$ cat config.mk
export PLATFORM = sky130hd
export DESIGN_NAME = isw_share_feeder
export DESIGN_NICKNAME = d
export VERILOG_FILES = /design/src/rtl/isw_share_feeder.sv
export SDC_FILE = /design/constraint.sdc
export NUM_CORES = 1
export LEC_CHECK = 0
export BUFFER_PORTS_ARGS = -buffer_cell sky130_fd_sc_hd__buf_2
export CAP_MARGIN = 40
export CORE_MARGIN = 1
export CORE_UTILIZATION = 35
export DETAILED_ROUTE_END_ITERATION = 16
export HOLD_SLACK_MARGIN = 0.1
export PLACE_DENSITY = 0.54
export SYNTH_ARGS = -nofsm -noshare
export SYNTH_HDL_FRONTEND = slang
export SYNTH_SLANG_ARGS = --single-unit
$ cat constraint.sdc
create_clock -name clk -period 1.65 [get_ports clk]
set_clock_uncertainty 0.05 [all_clocks]
set_input_delay 0.2475 -clock clk [delete_from_list [all_inputs] [get_ports clk]]
set_output_delay 0.2475 -clock clk [all_outputs]
set_load 0.01 [all_outputs]
$ cat src/rtl/isw_share_feeder.sv
// isw_share_feeder: feeder for an order-D ISW masked AND gadget.
// Collects fresh random bits serially into a pool. When the pool is full, it
// accepts one unmasked operand pair (a, b) and presents, for one cycle, D+1
// Boolean shares of each operand plus the D(D+1)/2 gadget randomness bits.
// A 3-stage delay line marks the cycle in which the gadget output is valid.
//
// Ports:
//   clk, reset      : rising-edge clock, synchronous active-high reset
//   in_a, in_b      : unmasked operand bits
//   in_valid        : operand pair offered
//   in_ready        : pool full, operand can be accepted (decode of cnt)
//   rnd_bit         : fresh random bit from the entropy source
//   rnd_valid       : rnd_bit valid this cycle
//   out_a, out_b    : NS shares of a / b (bit i -> gadget port_a_i / port_b_i)
//   out_r           : NR gadget randomness bits (bit j -> gadget port_r_j)
//   out_valid       : shares and randomness valid (1-cycle pulse)
//   done            : gadget port_c valid (out_valid delayed by 3 cycles)
module isw_share_feeder #(
  parameter int unsigned D = 5,
  localparam int unsigned NS = D + 1,
  localparam int unsigned NR = D * (D + 1) / 2,
  localparam int unsigned POOL = 2 * D + NR
) (
  input  logic          clk,
  input  logic          reset,
  input  logic          in_a,
  input  logic          in_b,
  input  logic          in_valid,
  output logic          in_ready,
  input  logic          rnd_bit,
  input  logic          rnd_valid,
  output logic [NS-1:0] out_a,
  output logic [NS-1:0] out_b,
  output logic [NR-1:0] out_r,
  output logic          out_valid,
  output logic          done
);

  localparam int unsigned CW = $clog2(POOL + 1);

  typedef enum logic {
    S_FILL = 1'b0,
    S_FULL = 1'b1
  } state_t;

  logic [POOL-1:0] pool;
  logic [CW-1:0]   cnt;
  logic [1:0]      dly;
  state_t          state;
  logic            xfer;
  logic [D-1:0]    mask_a;
  logic [D-1:0]    mask_b;
  logic            par_a;
  logic            par_b;

  // FILL/FULL is fully determined by the fill counter.
  assign state    = (cnt == CW'(POOL)) ? S_FULL : S_FILL;
  assign in_ready = (state == S_FULL);
  assign xfer     = in_valid && in_ready;

  // First D pool bits mask a, next D mask b, the remainder feed the gadget.
  assign mask_a = pool[D-1:0];
  assign mask_b = pool[2*D-1:D];
  assign par_a  = ^mask_a;
  assign par_b  = ^mask_b;

  // Pool fill, share generation and done delay line.
  always_ff @(posedge clk) begin
    if (reset) begin
      pool      <= '0;
      cnt       <= '0;
      dly       <= '0;
      done      <= 1'b0;
      out_a     <= '0;
      out_b     <= '0;
      out_r     <= '0;
      out_valid <= 1'b0;
    end else begin
      dly       <= {dly[0], out_valid};
      done      <= dly[1];
      out_valid <= xfer;
      if (xfer) begin
        out_a <= {in_a ^ par_a, mask_a};
        out_b <= {in_b ^ par_b, mask_b};
        out_r <= pool[POOL-1:2*D];
        // Clearing the pool guarantees no bit is reused; a random bit
        // arriving in this cycle is dropped on purpose.
        pool  <= '0;
        cnt   <= '0;
      end else begin
        // Shares are forced to zero so stale randomness never leaks out.
        out_a <= '0;
        out_b <= '0;
        out_r <= '0;
        if (state == S_FILL && rnd_valid) begin
          for (int unsigned i = 0; i < POOL; i++) begin
            if (cnt == CW'(i)) pool[i] <= rnd_bit;
          end
          cnt <= cnt + CW'(1);
        end
      end
    end
  end

endmodule

==> impl_metrics.env, run 1 <==
export IMPL_status="finished, violations left"
export IMPL_failed_checks="DRC"
export IMPL_area_growth_pct=24.3
export IMPL_drt_wirelength_per_cell_um=13.0
export IMPL_worstSetupPathType="register to primary output"
export IMPL_synth_flop_cell="dfxtp_1"
export IMPL_clk_latency_ns=0.33
export IMPL_detail_route_iter0_violations=122
export IMPL_drc=2
export IMPL_worst_slew_pin_slew_ns=0.422
export IMPL_clockBufferDepth=2
export IMPL_period_minus_slack_ns=1.56
export IMPL_fillers=627
export IMPL_ys_types=35
export IMPL_crit_fanout=6
export IMPL_grt_overflow=0
export IMPL_initial_core_util_pct=36.9
export IMPL_syn_avg_cell_area_um2=9.89
export IMPL_hp_class="primary input to register"
export IMPL_grt_pass1_vias=1669
export IMPL_avgViaCountPerCell=4.90
export IMPL_critPathArrivalTime_ns=1.26
export IMPL_syn_nets=254
export IMPL_drv_cap=0
export IMPL_grt_pass1_wl_um=7910
export IMPL_cts_root_buf="clkbuf_8"
export IMPL_chipHeight_um=84.5
export IMPL_firstDrtPassIters=12
export IMPL_antenna_left=0
export IMPL_grt_start_max_net_pins=26
export IMPL_dieArea_um2=7140
export IMPL_die_w_um=84.5
export IMPL_crit_path_end_kind="primary output"
export IMPL_max_freq_ghz=0.643
export IMPL_io_buffers=36
export IMPL_ioPinCount=37
export IMPL_routed_wl_um=4840
export IMPL_synth_edff_count=0
export IMPL_fin_setup_tns_ns=0
export IMPL_ys_ff_latch=61
export IMPL_drive_gt1_share_pct=26.2
export IMPL_num_vias=1817
export IMPL_report_final_slew_viol_count=0
export IMPL_syn_inst=241
export IMPL_synth_top_area_share_pct=51.3
export IMPL_grt_util_all_layers_pct=14.4
export IMPL_synth_area_leader_cell="dfxtp_1"
export IMPL_ys_warn_count=0
export IMPL_nets=302
export IMPL_synth_area_leaders="dfxtp_1 51%, and2_1 7.1%, a21oi_1 5.7%"
export IMPL_clkTransAtPathRegs_ns=0.07
export IMPL_crit_path_start_kind="register"
export IMPL_place_hpwl_um=3240
export IMPL_rows=29
export IMPL_hold_viol_final=0
export IMPL_finalCritPeriodShare_pct=94.3
export IMPL_rsz0062_at_grt="no"
export IMPL_final_cell_area_um2=2960
export IMPL_antenna_cells=0
export IMPL_cts_sinks=61
export IMPL_slew_limit_headroom_pct=71.9
export IMPL_gp_congestion=0.771
export IMPL_finalSetupViolCount=0
export IMPL_cts_tree="built"
export IMPL_synth_area_um2=2380
export IMPL_cts_made_buffers=9
export IMPL_ys_seq_area_share_pct=51.3
export IMPL_cts_htree_levels=3
export IMPL_p_per_area_nw_per_um2=1080
export IMPL_p_leak_uw=0.00128
export IMPL_dpl_cell_area_um2=2680
export IMPL_fp_coreArea_um2=6460
export IMPL_worstPathRequired_ns=1.35
export IMPL_async_flop_share_pct=0
export IMPL_antenna_found_initial=0
export IMPL_peakVddDrop_mv=0.586
sequential cells by signal (all words and copies together), names as in the netlist:
register / flops
cnt: 5
dly: 2
done: 1
out_a: 6
out_b: 6
out_r: 15
out_valid: 1
pool: 25
synthesized netlist by cell type (2+ instances only):
cell       n
a21oi_1   27
a311oi_2   2
and2_1    27
and3b_1    3
and4b_1    2
buf_1      2
buf_2      3
buf_6      2
clkbuf_1   6
dfxtp_1   61
ha_1       6
inv_1      8
nand2_1    2
nand2b_1   2
nand3_1   20
nand3b_1   4
nand4_1    8
nor2_1     3
nor2b_1    6
o21ai_0   26
xnor2_1    6
xnor3_1    2
cell type report:
class	instances	area (um^2)	area share (%)
Clock buffer	13	179	6.04
Inverter	9	36.3	1.23
Multi-Input combinational cell	157	1060	36.0
Sequential cell	61	1220	41.4
Tap cell	77	96.3	3.25
Clock inverter	3	65.1	2.20
Timing Repair Buffer	51	295	9.97
kinds of logic after synthesis:
family	share of synthesized area, %
flops	51.3
compound gates	13.4
simple gates	23.2
xor+xnor	4.46
fa+ha+maj	3.15
buf+inv	4.57
routing by layer:
layer / vias to the layer above / routed length [um] / track usage [%]
met1: 840 / 2370 / 18.3
met2: 44 / 2200 / 22.5
met5: - / 0 / 0
met4: 0 / 21 / 4.62
li1: 931 / - / -
met3: 2 / 245 / 5.60
power breakdown:
| part | internal, uW | switching (uW) |
|---|---|---|
| clock network | 1010 | 556 |
| logic | 55.3 | 91.4 |
| registers | 1480 | 9.68 |
worst paths after layout:
check | start | to | slack (ns) | cells after the start
max reg2reg | cnt[0] | pool[15] | 0.17 | 6
min reg2reg | dly[1] | done | 0.39 | 1
min | in_valid | cnt[4] | 0.26 | 3
max | cnt[0] | in_ready | 0.09 | 4
repair_timing:
item,in CTS,in global routing
resized for setup,1,4
endpoints found under the setup margin,1,1
hold buffers,1,0
hold endpoints to repair,1,0
buffers inserted,0,2
stage by stage:
step	power, uW	hold WS (ns)	instances	utilization, %	setup WS [ns]
after global placement	1670	0.368	352	41.4	0.102
after CTS	3250	0.244	369	45.4	0.00674
after global routing	3330	0.257	371	45.9	0.00223
after detailed placement	1670	0.378	352	41.4	0.0464
final	3210	0.263	371	45.9	0.0945
after floorplan	1620	0.269	241	-	0.0630
worst max-delay path, stage by stage, from the launching register on:
cell	delay [ns]
dfxtp_4	0.39
ha_4	0.15
nand4b_4	0.15
inv_4	0.11
buf_2	0.13
placed cells by master (no fill, tap or decap), drive strengths merged, types with 2 or more instances in the layout:
| cell type | n |
|---|---|
| nor2b | 6 |
| inv | 9 |
| nand4 | 8 |
| nand3 | 20 |
| a311oi | 2 |
| and4b | 2 |
| buf | 50 |
| nand2 | 2 |
| a21oi | 27 |
| nand2b | 2 |
| xnor2 | 6 |
| clkbuf | 13 |
| ha | 6 |
| and2 | 27 |
| nand4b | 2 |
| and3b | 3 |
| o21ai | 26 |
| dfxtp | 61 |
| nor2 | 3 |
| nand3b | 4 |
| xnor3 | 2 |
| bufinv | 2 |
No activity file was read; power rests on OpenSTA's default activity.
==> inputs of run 2 (changes only) <==
- CORE_ASPECT_RATIO: unset -> 0.75
==> impl_metrics.env, run 2 (same netlist as run 1, synthesis figures left out) <==
export IMPL_min_from="reset"
export IMPL_drive_gt1_share_pct=25.1
export IMPL_clockBufferDepth=2
export IMPL_report_final_slew_viol_count=0
export IMPL_min_path_cells=2
export IMPL_max_freq_ghz=0.626
export IMPL_crit_path_end_kind="primary output"
export IMPL_largest_reg_flops=25
export IMPL_rows=25
export IMPL_drc=0
export IMPL_dp_slack_ns=0.137
export IMPL_grt_pass1_vias=1595
export IMPL_worst_slew_pin_slew_ns=0.429
export IMPL_dpl_cell_area_um2=2690
export IMPL_largest_register="pool"
export IMPL_cts_root_buf="clkbuf_8"
export IMPL_firstDrtPassIters=4
export IMPL_area_growth_pct=21.5
export IMPL_crit_fanout=5
export IMPL_clk_latency_ns=0.33
export IMPL_drv_cap=0
export IMPL_fin_setup_tns_ns=0
export IMPL_dr_wl_met3_um=321
export IMPL_die_w_um=97.3
export IMPL_grt_pass1_wl_um=8170
export IMPL_grt_overflow=0
export IMPL_rsz0062_at_grt="yes"
export IMPL_finalCritPeriodShare_pct=96.8
export IMPL_wl_met1_um=2590
export IMPL_r2r_cells=6
export IMPL_reg_largest_list="pool x25, out_r x15"
export IMPL_worstSetupPathType="register to primary output"
export IMPL_routed_wl_um=4900
export IMPL_fin_ws_ns=0.0524
export IMPL_hp_class="primary input to register"
export IMPL_timing_rr_end="pool[12]"
export IMPL_io_buffers=36
export IMPL_period_minus_slack_ns=1.60
export IMPL_initial_core_util_pct=37.0
export IMPL_slew_limit_headroom_pct=71.4
export IMPL_cts_tree="built"
export IMPL_crit_path_start_kind="register"
export IMPL_avgViaCountPerCell=4.79
export IMPL_cts_hold_buf=0
export IMPL_critPathArrivalTime_ns=1.30
export IMPL_num_vias=1782
export IMPL_antenna_left=0
export IMPL_chipHeight_um=73.5
export IMPL_dieArea_um2=7140
export IMPL_hold_viol_final=0
export IMPL_cts_made_buffers=9
export IMPL_multi_input_area_um2=1050
export IMPL_antenna_found_initial=0
export IMPL_antenna_cells=0
export IMPL_cts_sinks=61
export IMPL_place_hpwl_um=3360
export IMPL_final_common_cell="dfxtp_1"
export IMPL_gp_congestion=0.784
export IMPL_finalSetupViolCount=0
export IMPL_nets=299
export IMPL_fp_coreArea_um2=6440
export IMPL_p_per_area_nw_per_um2=1020
export IMPL_min_to="done"
export IMPL_wl_met2_um=1900
export IMPL_final_cell_mix="61 x dfxtp_1, 36 x buf_2, 27 x and2_1, 27 x a21oi_1, 25 x o21ai_0"
export IMPL_ioPinCount=37
export IMPL_dp_cells=356
export IMPL_status="finished, final reports clean"
export IMPL_grt_util_all_layers_pct=15.0
export IMPL_r2r_slack_ns=0.11
export IMPL_clkTransAtPathRegs_ns=0.07
export IMPL_fillers=648
export IMPL_cts_htree_levels=3
export IMPL_r2r_start="cnt[0]"
export IMPL_peakVddDrop_mv=0.425
export IMPL_final_cell_area_um2=2900
export IMPL_finish_utilization_pct=44.9
export IMPL_drt_wirelength_per_cell_um=13.2
export IMPL_worstPathRequired_ns=1.35
export IMPL_seq_area_um2=1220
export IMPL_p_leak_uw=0.00124
export IMPL_detail_route_iter0_violations=121
export IMPL_grt_start_max_net_pins=26
export IMPL_top_layer_used="met4"
export IMPL_finalNonFillerCells=372
-- run 2: how the worst max path moves through the flow --
stage / slack [ns] / start / to
floorplan: 0.06 / cnt[1] / cnt[2]
global placement: 0.15 / cnt[0] / pool[24]
detailed placement: 0.14 / cnt[0] / pool[24]
CTS: 0.03 / cnt[1] / in_ready
global route: -0.01 / cnt[0] / pool[8]
finish: 0.05 / cnt[1] / in_ready
-- run 2: per-stage QoR --
step,hold slack [ns],power [uW]
after floorplan,0.269,1620
after global placement,0.369,1670
after detailed placement,0.375,1670
after CTS,0.115,2990
after global routing,0.118,3070
final,0.122,2960
-- run 2: routing by layer --
metal	vias up	global-route usage [%]
li1	926	-
met1	799	21.3
met2	46	20.3
met3	11	5.71
met4	0	6.37
met5	-	0
-- run 2: layout make-up --
type | count | share of cell area [%]
clock buffers | 10 | 4.75
clock inverters | 6 | 2.12
flip-flops and latches | 61 | 42.2
well taps | 81 | 3.50
multi-input cells | 157 | 36.4
repair buffers | 48 | 9.77
inverters | 9 | 1.25
-- run 2: worst max-delay path, stage by stage, from the launching register on --
cell and delay (ns):
dfxtp_1 0.31, inv_1 0.07, ha_2 0.21, nand4b_4 0.15
inv_4 0.10, buf_2 0.13
-- run 2: report_power, final --
group,internal [uW],switching [uW]
logic,57.5,93.7
clock network,735,583
registers,1480,6.87
total,2270,684
-- run 2: timing repair --
| item | CTS | global route |
|---|---|---|
| setup endpoints to repair | 0 | 4 |
| resized for setup | 0 | 2 |
| setup buffers | 0 | 0 |
==> inputs of run 3 (changes only) <==
- SETUP_SLACK_MARGIN: unset -> 0.2
==> impl_metrics.env, run 3 (same netlist as run 1, synthesis figures left out) <==
export IMPL_wl_met2_um=2290
export IMPL_combPwrFrac_pct=6.2
export IMPL_antenna_found_initial=0
export IMPL_grt_start_max_net_pins=26
export IMPL_slew_limit_headroom_pct=71.8
export IMPL_firstDrtPassIters=4
export IMPL_gp_congestion=0.789
export IMPL_clockBufferDepth=2
export IMPL_finalSetupViolCount=0
export IMPL_final_common_cell="dfxtp_1"
export IMPL_multi_input_area_um2=1240
export IMPL_ioPinCount=37
export IMPL_rows=25
export IMPL_peakVddDrop_mv=0.528
export IMPL_drt_wirelength_per_cell_um=14.7
export IMPL_p_sw_share_pct=20.8
export IMPL_reg_largest_list="pool x25, out_r x15"
export IMPL_p_per_area_nw_per_um2=1020
export IMPL_final_cell_mix="59 x dfxtp_1, 35 x buf_2, 27 x and2_1, 26 x a21oi_2, 20 x nand3_1"
export IMPL_rsz0062_at_grt="yes"
export IMPL_antenna_cells=0
export IMPL_cts_sinks=61
export IMPL_period_minus_slack_ns=1.55
export IMPL_report_final_slew_viol_count=0
export IMPL_fp_coreArea_um2=6440
export IMPL_fin_setup_tns_ns=0
export IMPL_critPathArrivalTime_ns=1.76
export IMPL_area_growth_pct=37.4
export IMPL_drc=0
export IMPL_grt_overflow=0
export IMPL_critical_path_max_stage_delay_ns=0.36
export IMPL_clk_latency_ns=0.34
export IMPL_top_layer_used="met4"
export IMPL_place_hpwl_um=3290
export IMPL_whs_ns=0.116
export IMPL_largest_reg_flops=25
export IMPL_io_buffers=36
export IMPL_worstPathRequired_ns=1.86
export IMPL_path_cells="inv_4 -> ha_4 -> nand4b_4 -> inv_4 -> buf_6 -> a21o_4 -> buf_12 -> a311oi_2"
export IMPL_grt_pass1_vias=1736
export IMPL_crit_path_start_kind="register"
export IMPL_cts_htree_levels=3
export IMPL_finalCritPeriodShare_pct=93.8
export IMPL_r2r_cells=8
export IMPL_num_vias=1888
export IMPL_min_path_cells=2
export IMPL_seq_area_um2=1230
export IMPL_chipHeight_um=73.5
export IMPL_avgViaCountPerCell=4.97
export IMPL_dr_wl_met3_um=412
export IMPL_cts_root_buf="clkbuf_8"
export IMPL_p_leak_uw=0.00133
export IMPL_crit_cells=8
export IMPL_wl_met1_um=2710
export IMPL_path_common_cell="inv_4"
export IMPL_grt_util_all_layers_pct=16.2
export IMPL_max_freq_ghz=0.646
export IMPL_cts_made_buffers=9
export IMPL_fillers=604
export IMPL_crit_fanout=8
export IMPL_drive_gt1_share_pct=41.1
export IMPL_initial_core_util_pct=37.0
export IMPL_power_switching_uw=692
export IMPL_pwr_share_seq_pct=44.7
export IMPL_clkTransAtPathRegs_ns=0.07
export IMPL_worstSetupPathType="register to register"
export IMPL_hold_viol_final=0
export IMPL_crit_path_end_kind="register"
export IMPL_cts_hold_buf=0
export IMPL_routed_wl_um=5580
export IMPL_p_int_uw=2640
export IMPL_dieArea_um2=7140
export IMPL_largest_register="pool"
export IMPL_die_w_um=97.3
export IMPL_worst_slew_pin_slew_ns=0.423
export IMPL_cp_top_family="compound AO/OA/AOI/OAI gates"
export IMPL_cp_num_buf_inv=4
export IMPL_cts_tree="built"
export IMPL_crit_slowest_cell="dfxtp_4"
export IMPL_grt_pass1_wl_um=8650
export IMPL_nets=308
export IMPL_status="finished, final reports clean"
export IMPL_pwr_share_clk_pct=49.1
export IMPL_hp_class="primary input to register"
export IMPL_detail_route_iter0_violations=111
export IMPL_antenna_left=0
export IMPL_drv_cap=0
-- run 3: changes by cell type in the layout (fill, tap and decap cells not counted), sizes merged --
cell / before / now
inv: 10 / 9
bufinv: 1 / 3
buf: 48 / 56
clkinv: 3 / 1
clkinvlp: 1 / 0
clkbuf: 10 / 12
-- run 3: final cells by class --
cell class | count | share of cell area [%]
multi-input cells | 157 | 37.8
flip-flops and latches | 61 | 37.5
repair buffers | 57 | 12.9
clock buffers | 11 | 4.62
well taps | 81 | 3.10
clock inverters | 4 | 2.90
inverters | 9 | 1.18
-- run 3: power by group through the flow --
| stage | Combinational (uW) | Sequential [uW] | Clock, uW |
|---|---|---|---|
| floorplan | 99.4 | 1530 | 0 |
| global placement | 141 | 1530 | 0 |
| detailed placement | 140 | 1530 | 0 |
| CTS | 176 | 1490 | 1680 |
| global route | 222 | 1490 | 1730 |
| finish | 206 | 1490 | 1640 |
-- run 3: metal layers --
metal / global-route usage (%) / vias to the layer above
li1: - / 944
met1: 21.2 / 862
met2: 23.5 / 66
met3: 5.71 / 16
met4: 8.50 / 0
met5: 0 / -
-- run 3: repair_timing --
| item | CTS | global route |
|---|---|---|
| resized for setup | 26 | 36 |
| hold endpoints to repair | 0 | 0 |
| setup endpoints to repair | 58 | 58 |
| cloned | 2 | 1 |
| pin swaps | 4 | 5 |
| buffers inserted | 8 | 1 |
-- run 3: path summary, 6_finish.rpt --
path / from / endpoint / slack [ns]
worst max-delay path: cnt[1] / cnt[2] / 0.10
worst min-delay path: reset / done / 0.12
worst max register to register: cnt[1] / cnt[2] / 0.10
worst min register to register: dly[0] / dly[1] / 0.38
-- run 3: per-stage QoR --
| stage | setup slack (ns) | utilization [%] | power [uW] | cell area (um^2) | cells |
|---|---|---|---|---|---|
| 2_1_floorplan | 0.204 | - | 1620 | 2410 | 241 |
| 3_3_place_gp | 0.129 | 41.7 | 1670 | 2690 | 353 |
| 6_report | 0.102 | 50.8 | 3340 | 3270 | 380 |
| 5_1_grt | 0.0343 | 50.8 | 3440 | 3270 | 380 |
| 3_5_place_dp | 0.0804 | 41.7 | 1670 | 2690 | 353 |
| 4_1_cts | 0.121 | 48.6 | 3350 | 3130 | 378 |
